**src/rtl/trx_pkg.sv**
```systemverilog
// Shared mode encodings and FSM state type for the TX/RX shift-register sequencer.
package trx_pkg;

  localparam logic [1:0] MODE_HOLD = 2'b00;
  localparam logic [1:0] MODE_SHR  = 2'b01;
  localparam logic [1:0] MODE_SHL  = 2'b10;
  localparam logic [1:0] MODE_LOAD = 2'b11;

  typedef enum logic [2:0] {
    ST_IDLE    = 3'd0,
    ST_LOAD    = 3'd1,
    ST_SHIFT   = 3'd2,
    ST_CAPTURE = 3'd3,
    ST_DONE    = 3'd4
  } state_e;

  function automatic logic [1:0] shift_mode(input bit dir);
    return dir ? MODE_SHL : MODE_SHR;
  endfunction

endpackage

```
**src/rtl/trx_sequencer_if.sv**
```systemverilog
// Handshake and shift-register control bundle between the sequencer and its surroundings.
interface trx_sequencer_if #(
  parameter int WIDTH = 8
);
  logic [WIDTH-1:0] tx_data;
  logic             tx_valid;
  logic             tx_ready;
  logic [1:0]       tx_sel;
  logic [WIDTH-1:0] tx_load_data;
  logic [1:0]       rx_sel;
  logic [WIDTH-1:0] rx_par;
  logic [WIDTH-1:0] rx_data;
  logic             rx_valid;
  logic             rx_ready;
  logic             busy;

  modport slave (
    input  tx_data, tx_valid, rx_par, rx_ready,
    output tx_ready, tx_sel, tx_load_data, rx_sel, rx_data, rx_valid, busy
  );

  modport master (
    output tx_data, tx_valid, rx_par, rx_ready,
    input  tx_ready, tx_sel, tx_load_data, rx_sel, rx_data, rx_valid, busy
  );
endinterface

```
**src/rtl/trx_sequencer_bit_counter.sv**
```systemverilog
// Bit counter for the SHIFT phase: counts 0..WIDTH-1 and saturates at terminal count.
module bit_counter #(
  parameter int WIDTH = 8
) (
  input  logic clk_i,
  input  logic rst_ni,
  input  logic clear_i,
  input  logic enable_i,
  output logic tc_o
);
  localparam int CW = (WIDTH > 1) ? $clog2(WIDTH) : 1;
  localparam logic [CW-1:0] LAST = CW'(WIDTH - 1);

  logic [CW-1:0] count_q, count_d;

  assign tc_o = (count_q == LAST);

  // Holding at LAST keeps the counter from wrapping if enable lingers.
  always_comb begin
    count_d = count_q;
    if (clear_i)
      count_d = '0;
    else if (enable_i && !tc_o)
      count_d = count_q + 1'b1;
  end

  always_ff @(posedge clk_i or negedge rst_ni) begin
    if (!rst_ni)
      count_q <= '0;
    else
      count_q <= count_d;
  end
endmodule

```
**src/rtl/trx_sequencer.sv**
```systemverilog
// Moore FSM that sequences a TX/RX universal shift-register pair through load, shift,
// capture and a valid/ready hand-off of the received word.
module trx_sequencer
  import trx_pkg::*;
#(
  parameter int WIDTH = 8,
  parameter bit DIR   = 1'b0
) (
  input  logic            clk_i,
  input  logic            rst_ni,
  trx_sequencer_if.slave  bus
);
  state_e           state_q, state_d;
  logic             tx_ready_q, tx_ready_d;
  logic [WIDTH-1:0] tx_load_data_q, tx_load_data_d;
  logic [WIDTH-1:0] rx_data_q, rx_data_d;
  logic [1:0]       tx_mode, rx_mode;
  logic             cnt_tc;

  bit_counter #(.WIDTH(WIDTH)) u_bit_counter (
    .clk_i    (clk_i),
    .rst_ni   (rst_ni),
    .clear_i  (state_q == ST_LOAD),
    .enable_i (state_q == ST_SHIFT),
    .tc_o     (cnt_tc)
  );

  always_comb begin
    state_d        = state_q;
    tx_load_data_d = tx_load_data_q;
    rx_data_d      = rx_data_q;
    tx_mode        = MODE_HOLD;
    rx_mode        = MODE_HOLD;
    unique case (state_q)
      ST_IDLE: begin
        if (bus.tx_valid && tx_ready_q) begin
          tx_load_data_d = bus.tx_data;
          state_d        = ST_LOAD;
        end
      end
      ST_LOAD: begin
        tx_mode = MODE_LOAD;
        state_d = ST_SHIFT;
      end
      ST_SHIFT: begin
        tx_mode = shift_mode(DIR);
        rx_mode = shift_mode(DIR);
        if (cnt_tc)
          state_d = ST_CAPTURE;
      end
      ST_CAPTURE: begin
        rx_data_d = bus.rx_par;
        state_d   = ST_DONE;
      end
      ST_DONE: begin
        if (bus.rx_ready)
          state_d = ST_IDLE;
      end
      default: state_d = ST_IDLE;
    endcase
    // Registered ready stays low for the first cycle out of reset.
    tx_ready_d = (state_d == ST_IDLE);
  end

  always_ff @(posedge clk_i or negedge rst_ni) begin
    if (!rst_ni) begin
      state_q        <= ST_IDLE;
      tx_ready_q     <= 1'b0;
      tx_load_data_q <= '0;
      rx_data_q      <= '0;
    end else begin
      state_q        <= state_d;
      tx_ready_q     <= tx_ready_d;
      tx_load_data_q <= tx_load_data_d;
      rx_data_q      <= rx_data_d;
    end
  end

  assign bus.tx_ready     = tx_ready_q;
  assign bus.tx_sel       = tx_mode;
  assign bus.rx_sel       = rx_mode;
  assign bus.tx_load_data = tx_load_data_q;
  assign bus.rx_data      = rx_data_q;
  assign bus.rx_valid     = (state_q == ST_DONE);
  assign bus.busy         = (state_q != ST_IDLE);
endmodule

```
**src/flat_wrapper.sv**
```systemverilog
// flat-port wrapper written by rule: the top's interface ports become plain ports
module trx_sequencer_flat import trx_pkg::*;
#(
  parameter int WIDTH = 8,
  parameter bit DIR   = 1'b0
)
  (clk_i, rst_ni, bus_tx_data, bus_tx_valid, bus_rx_par, bus_rx_ready, bus_tx_ready, bus_tx_sel, bus_tx_load_data, bus_rx_sel, bus_rx_data, bus_rx_valid, bus_busy);
  trx_sequencer_if #(.WIDTH(WIDTH)) bus_i ();
  input  logic clk_i;
  input  logic rst_ni;
  input wire logic [$bits(bus_i.tx_data)-1:0] bus_tx_data;
  input wire logic [$bits(bus_i.tx_valid)-1:0] bus_tx_valid;
  input wire logic [$bits(bus_i.rx_par)-1:0] bus_rx_par;
  input wire logic [$bits(bus_i.rx_ready)-1:0] bus_rx_ready;
  output wire logic [$bits(bus_i.tx_ready)-1:0] bus_tx_ready;
  output wire logic [$bits(bus_i.tx_sel)-1:0] bus_tx_sel;
  output wire logic [$bits(bus_i.tx_load_data)-1:0] bus_tx_load_data;
  output wire logic [$bits(bus_i.rx_sel)-1:0] bus_rx_sel;
  output wire logic [$bits(bus_i.rx_data)-1:0] bus_rx_data;
  output wire logic [$bits(bus_i.rx_valid)-1:0] bus_rx_valid;
  output wire logic [$bits(bus_i.busy)-1:0] bus_busy;
  assign bus_i.tx_data = bus_tx_data;
  assign bus_i.tx_valid = bus_tx_valid;
  assign bus_i.rx_par = bus_rx_par;
  assign bus_i.rx_ready = bus_rx_ready;
  assign bus_tx_ready = bus_i.tx_ready;
  assign bus_tx_sel = bus_i.tx_sel;
  assign bus_tx_load_data = bus_i.tx_load_data;
  assign bus_rx_sel = bus_i.rx_sel;
  assign bus_rx_data = bus_i.rx_data;
  assign bus_rx_valid = bus_i.rx_valid;
  assign bus_busy = bus_i.busy;
  trx_sequencer #(.WIDTH(WIDTH), .DIR(DIR)) u_core (.clk_i(clk_i), .rst_ni(rst_ni), .bus(bus_i));
endmodule
```
**config.mk**
```make
export PLATFORM = sky130hd
export DESIGN_NAME = trx_sequencer_flat
export DESIGN_NICKNAME = d
export VERILOG_FILES = /design/src/rtl/trx_pkg.sv /design/src/rtl/trx_sequencer_if.sv /design/src/rtl/trx_sequencer_bit_counter.sv /design/src/rtl/trx_sequencer.sv /design/src/flat_wrapper.sv
export SDC_FILE = /design/constraint.sdc
export NUM_CORES = 1
export LEC_CHECK = 0
export CORE_UTILIZATION = 45
export DETAILED_ROUTE_END_ITERATION = 7
export DONT_BUFFER_PORTS = 1
export GPL_ROUTABILITY_DRIVEN = 0
export MAX_ROUTING_LAYER = met4
export SYNTH_ARGS = -nofsm -noshare
export SYNTH_HDL_FRONTEND = slang
export SYNTH_SLANG_ARGS = --single-unit
```
**constraint.sdc**
```tcl
create_clock -name clk_i -period 2.5 [get_ports clk_i]
set_input_delay 0.375 -clock clk_i [delete_from_list [all_inputs] [get_ports clk_i]]
set_output_delay 0.375 -clock clk_i [all_outputs]
set_load 0.01 [all_outputs]
```
==> results of run 1 <==
[metrics by stage]
stage          power [W]  setup WS [ns]  instance area [um2]  hold slack, ns  std cells
6_report         0.00141          0.713                 1040           0.176         99
5_1_grt          0.00152          0.642                 1040           0.152         99
4_1_cts          0.00144          0.698                 1040           0.161         99
3_5_place_dp     0.00126          0.887                 1010          0.0800         94
3_3_place_gp     0.00123          0.905                 1010          0.0801         94
2_1_floorplan    0.00115          0.887                  972          0.0794         67
[worst paths after layout]
path	startpoint	end	slack, ns
worst max-delay path	u_core.state_q[0]$_DFF_PN0_	bus_tx_sel[0]	0.71
worst min-delay path	bus_rx_ready	u_core.state_q[2]$_DFF_PN0_	0.18
worst max register to register	u_core.state_q[2]$_DFF_PN0_	u_core.bus.tx_load_data[1]$_DFFE_PN0P_	0.89
worst min register to register	u_core.u_bit_counter.count_q[1]$_DFFE_PN0P_	u_core.u_bit_counter.count_q[1]$_DFFE_PN0P_	0.54
max in group asynchronous	rst_ni	u_core.bus.rx_data[3]$_DFFE_PN0N_	1.23
min in group asynchronous	rst_ni	u_core.state_q[1]$_DFF_PN0_	0.67
[kinds of logic (layout without fill, tap and decap cells)]
kind of cell	count (synthesis)	in the layout	share of synthesized area, %
AOI/OAI and AO/OA	3	3	2.06
other	1	1	0.386
and+or+nand+nor	15	15	12.0
DFF	23	23	59.2
buffers and inverters	4	9	2.32
xor gates and xnor gates	1	1	0.901
muxes	18	18	20.6
adders and majority gates	2	2	2.57
[synthesized netlist by cell type (2+ instances only)]
cell     instances  area share (%)
ha_1             2             2.6
dfrtp_1         23              59
or2_2            2             1.3
inv_1            2            0.77
nor2_1           5             1.9
mux2i_1          2             2.1
nor3b_1          2             1.5
nand2_1          2            0.77
buf_4            2             1.5
mux2_2          16              19
[layout make-up]
cell class                      count  area (um2)
Sequential cell                    23         576
Timing Repair Buffer                3        25.0
Inverter                            2        7.51
Fill cell                         180         958
Clock buffer                        3        22.5
Tap cell                           27        33.8
Multi-Input combinational cell     40         374
Clock inverter                      1        5.00
[worst register-to-register path, delay by kind of cell (launching register included)]
| family | cells | cell delay (ns) |
|---|---|---|
| flops | 1 | 0.48 |
| mux | 1 | 0.36 |
| simple gates | 2 | 0.67 |
[layout by cell type, fill, tap and decap left out]
cell type / n
a211oi_1: 1
a21o_1: 1
buf_4: 2
clkbuf_4: 3
clkinv_2: 1
conb_1: 1
dfrtp_1: 23
dlygate4sd3_1: 1
ha_1: 2
inv_1: 2
mux2_2: 16
mux2i_1: 2
nand2_1: 2
nand3b_1: 1
nor2_1: 5
nor2_8: 1
nor3b_1: 2
nor4b_4: 1
o21ai_0: 1
or2_2: 2
or3_4: 1
xnor2_1: 1
[report_power, final]
part           internal (W)  switching (W)
combinational      0.000273       0.000212
sequential         0.000556       0.000202
clock             0.0000598       0.000105
[sequential cells by signal, summed over array words and instances, names as in the netlist]
signal                        count
u_core.bus.rx_data                8
u_core.state_q                    3
u_core.bus.tx_ready               1
u_core.u_bit_counter.count_q      3
u_core.bus.tx_load_data           8
[timing repair]
item | 4_1_cts | 5_1_grt
hold buffers | 1 | 0
buffers inserted | 0 | 0
endpoints found under the hold margin | 23 | 0
gates resized for setup | 0 | 0
[metal layers]
layer	vias up	wire, um	GRT usage (%)
met5	-	0	-
met4	0	7	2.94
met3	2	160	8.18
met2	27	753	23.7
met1	250	580	16.3
li1	237	-	-
==> impl_metrics.env, run 1 <==
export IMPL_tns_ns=0
export IMPL_first_global_vias=530
export IMPL_finClkSkew_ns=0.00242
export IMPL_drive_above_1_share_pct=37.5
export IMPL_hold_path_depth=1
export IMPL_worstSetupEndpointType="primary output"
export IMPL_htree_levels=1
export IMPL_cts_buffer_depth=2
export IMPL_critPathLaunchType="flop"
export IMPL_yosys_warnings=0
export IMPL_cp_num_buf_inv=1
export IMPL_crit_fanout=6
export IMPL_synth_ff_type="dfrtp_1"
export IMPL_drt_initial_drc_count=4
export IMPL_ys_async_sr_fraction_pct=100
export IMPL_fin_crit_ns=1.79
export IMPL_cp_slowest_cell="dfrtp_1"
export IMPL_syn_area_per_cell_um2=14.5
export IMPL_drc_errors=0
export IMPL_clock_sinks=23
export IMPL_synth_seq_area_share_pct=59.2
export IMPL_period_share_pct=71.5
export IMPL_ir_drop_v=0.000761
export IMPL_setup_viol=0
export IMPL_fp_dieH_um=48.5
export IMPL_hold_path_class="in -> reg"
export IMPL_antenna_left=0
export IMPL_syn_nets=89
export IMPL_path_cells="nor3b_1 > buf_4 > or2_2"
export IMPL_start_util_pct=48.6
export IMPL_numCtsBuffers=3
export IMPL_gr_total_overflow=0
export IMPL_synth_area_um2=972
export IMPL_clk_latency_ns=0.31
export IMPL_cp_arrival_ns=1.41
export IMPL_path_depth=3
export IMPL_cp_top_family="simple AND/OR/NAND/NOR gates"
export IMPL_grt_setup_unrepaired="false"
export IMPL_relSlewSlack_pct=33.4
export IMPL_core_area_mm2=0.00200
export IMPL_tightestPinTransition_ns=0.996
export IMPL_fp_dieW_um=48.5
export IMPL_dp_hpwl_um=1110
export IMPL_antenna_found_initial=0
export IMPL_path_clk_slew_ns=0.12
export IMPL_worstRegToRegCells=3
export IMPL_slew_violations=0
export IMPL_die_area_mm2=0.00235
export IMPL_cts_root_buffer="clkbuf_4"
export IMPL_synth_seq_cells=23
export IMPL_cap_violations=0
export IMPL_diodes=0
export IMPL_grt_pass1_wl_um=2480
export IMPL_fmax_mhz=559
export IMPL_viasPerCell=5.21
export IMPL_fin_nets=95
export IMPL_finalHoldViolations=0
export IMPL_grt_start_max_net_pins=24
export IMPL_row_count=16
export IMPL_synth_edf_count=0
export IMPL_ios=43
export IMPL_cpPeakStageDelay_ns=0.46
export IMPL_setup_worst_path_class="reg -> out"
export IMPL_vias=516
export IMPL_utilization_pct=52.1
export IMPL_leakagePower_nw=0.487
export IMPL_grt_usage_pct=14.8
export IMPL_wl_um=1500
export IMPL_synthCells=67
export IMPL_routedWlPerCell_um=15.2
export IMPL_firstDrtPassIters=4
export IMPL_required_ns=2.12
export IMPL_power_density_mw_per_mm2=1350
export IMPL_cts_tree="done"
export IMPL_status="completed"
export IMPL_syn_to_final_growth_pct=7.34
export IMPL_synth_cell_types=19
export IMPL_port_buffers=0
No activity file was read; power rests on OpenSTA's default activity.
==> run 2: changes to the inputs <==
clock period = 1.8 ns   (was 2.5 ns; I/O delays follow)
==> impl_metrics.env, run 2 (synthesized netlist as in run 1, its figures left out) <==
export IMPL_fin_crit_ns=1.63
export IMPL_tns_ns=0
export IMPL_power_density_mw_per_mm2=1860
export IMPL_hold_path_depth=1
export IMPL_grt_usage_pct=14.2
export IMPL_grt_start_max_net_pins=24
export IMPL_finalHoldViolations=0
export IMPL_ios=43
export IMPL_relSlewSlack_pct=33.9
export IMPL_start_util_pct=48.6
export IMPL_fin_nets=96
export IMPL_path_clk_slew_ns=0.12
export IMPL_cp_arrival_ns=1.83
export IMPL_leakagePower_nw=0.492
export IMPL_setup_viol=0
export IMPL_critPathLaunchType="flop"
export IMPL_required_ns=2.00
export IMPL_diodes=0
export IMPL_setup_worst_path_class="reg -> reg"
export IMPL_final_common_cell="dfrtp_1"
export IMPL_ff2ff_setup_slack_ns=0.17
export IMPL_cts_buffer_depth=2
export IMPL_core_area_mm2=0.00200
export IMPL_wl_um=1450
export IMPL_clock_sinks=23
export IMPL_drc_errors=0
export IMPL_cap_violations=0
export IMPL_fp_dieW_um=48.5
export IMPL_cts_root_buffer="clkbuf_4"
export IMPL_worstReg2RegEnd="u_core.u_bit_counter.count_q[2]$_DFFE_PN0P_"
export IMPL_grt_setup_unrepaired="false"
export IMPL_die_area_mm2=0.00235
export IMPL_fp_dieH_um=48.5
export IMPL_viasPerCell=5.30
export IMPL_crit_end="u_core.u_bit_counter.count_q[2]$_DFFE_PN0P_"
export IMPL_post_cts_repair_setup_buffers=0
export IMPL_period_share_pct=90.4
export IMPL_gr_total_overflow=0
export IMPL_port_buffers=0
export IMPL_vias=530
export IMPL_drive_above_1_share_pct=38.4
export IMPL_tightestPinTransition_ns=0.988
export IMPL_slew_violations=0
export IMPL_routedWlPerCell_um=14.5
export IMPL_row_count=16
export IMPL_total_power_w=0.00195
export IMPL_utilization_pct=52.5
export IMPL_worstSetupEndpointType="flop"
export IMPL_antenna_found_initial=0
export IMPL_antenna_left=0
export IMPL_critPathLaunch="u_core.u_bit_counter.count_q[0]$_DFFE_PN0P_"
export IMPL_clk_latency_ns=0.30
export IMPL_finClkSkew_ns=0.00510
export IMPL_status="completed"
export IMPL_syn_to_final_growth_pct=8.11
export IMPL_numCtsBuffers=3
export IMPL_r2r_start="u_core.u_bit_counter.count_q[0]$_DFFE_PN0P_"
export IMPL_crit_fanout=3
export IMPL_htree_levels=1
export IMPL_drt_initial_drc_count=4
export IMPL_worstRegToRegCells=5
export IMPL_grt_pass1_wl_um=2370
export IMPL_ir_drop_v=0.000965
export IMPL_dp_hpwl_um=1050
export IMPL_fmax_mhz=614
export IMPL_firstDrtPassIters=2
export IMPL_cts_tree="done"
export IMPL_hold_path_class="in -> reg"
export IMPL_first_global_vias=528
export IMPL_layout_common_cells="23 x dfrtp_1, 16 x mux2_2, 5 x nor2_1"
export IMPL_cts_resized=0
## run 2: what timing repair did
action,4_1_cts,5_1_grt
endpoints found under the hold margin,23,0
hold buffers,1,0
endpoints found under the setup margin,0,0
## run 2: critical path, stage by stage (launching register included)
cell     delay (ns)
dfrtp_1        0.41
ha_1           0.20
ha_1           0.22
nor4b_4        0.40
mux2i_1        0.23
nor2_1         0.06
## run 2: layout make-up
class                   count  area, um2
flip-flops and latches     23        576
clock buffers               3       22.5
fillers                   190        951
multi-input cells          40        374
repair buffers              4       32.5
clock inverters             1       5.00
well taps                  27       33.8
inverters                   2       7.51
## run 2: where the power goes
group / internal (W) / switching, W
Sequential: 0.000772 / 0.000269
Clock: 0.0000829 / 0.000142
Combinational: 0.000387 / 0.000302
Total: 0.00124 / 0.000713
## run 2: how the worst min path moves through the flow
stage                     slack (ns)          from                                end
final                           0.06  bus_rx_ready        u_core.state_q[2]$_DFF_PN0_
after global routing            0.03  bus_rx_ready        u_core.state_q[2]$_DFF_PN0_
after CTS                       0.04  bus_rx_ready        u_core.state_q[2]$_DFF_PN0_
after detailed placement       -0.02        rst_ni        u_core.state_q[1]$_DFF_PN0_
after global placement         -0.02        rst_ni        u_core.state_q[1]$_DFF_PN0_
after floorplan                -0.03        rst_ni  u_core.bus.rx_data[0]$_DFFE_PN0N_
## run 2: through the flow
stage,setup slack [ns],cells,hold WS [ns],instance area [um2]
2_1_floorplan,0.256,67,-0.0256,972
3_5_place_dp,0.198,95,-0.0250,1010
5_1_grt,0.116,100,0.0339,1050
6_report,0.172,100,0.0597,1050
4_1_cts,0.170,100,0.0423,1050
3_3_place_gp,0.230,95,-0.0250,1010
## run 2: layer usage
metal  up-vias  track usage, %  wire, um
li1        240               -         -
met3         4            7.86       153
met1       261            15.7       588
met5         -               -         0
met2        25            21.1       678
met4         0            5.88        24
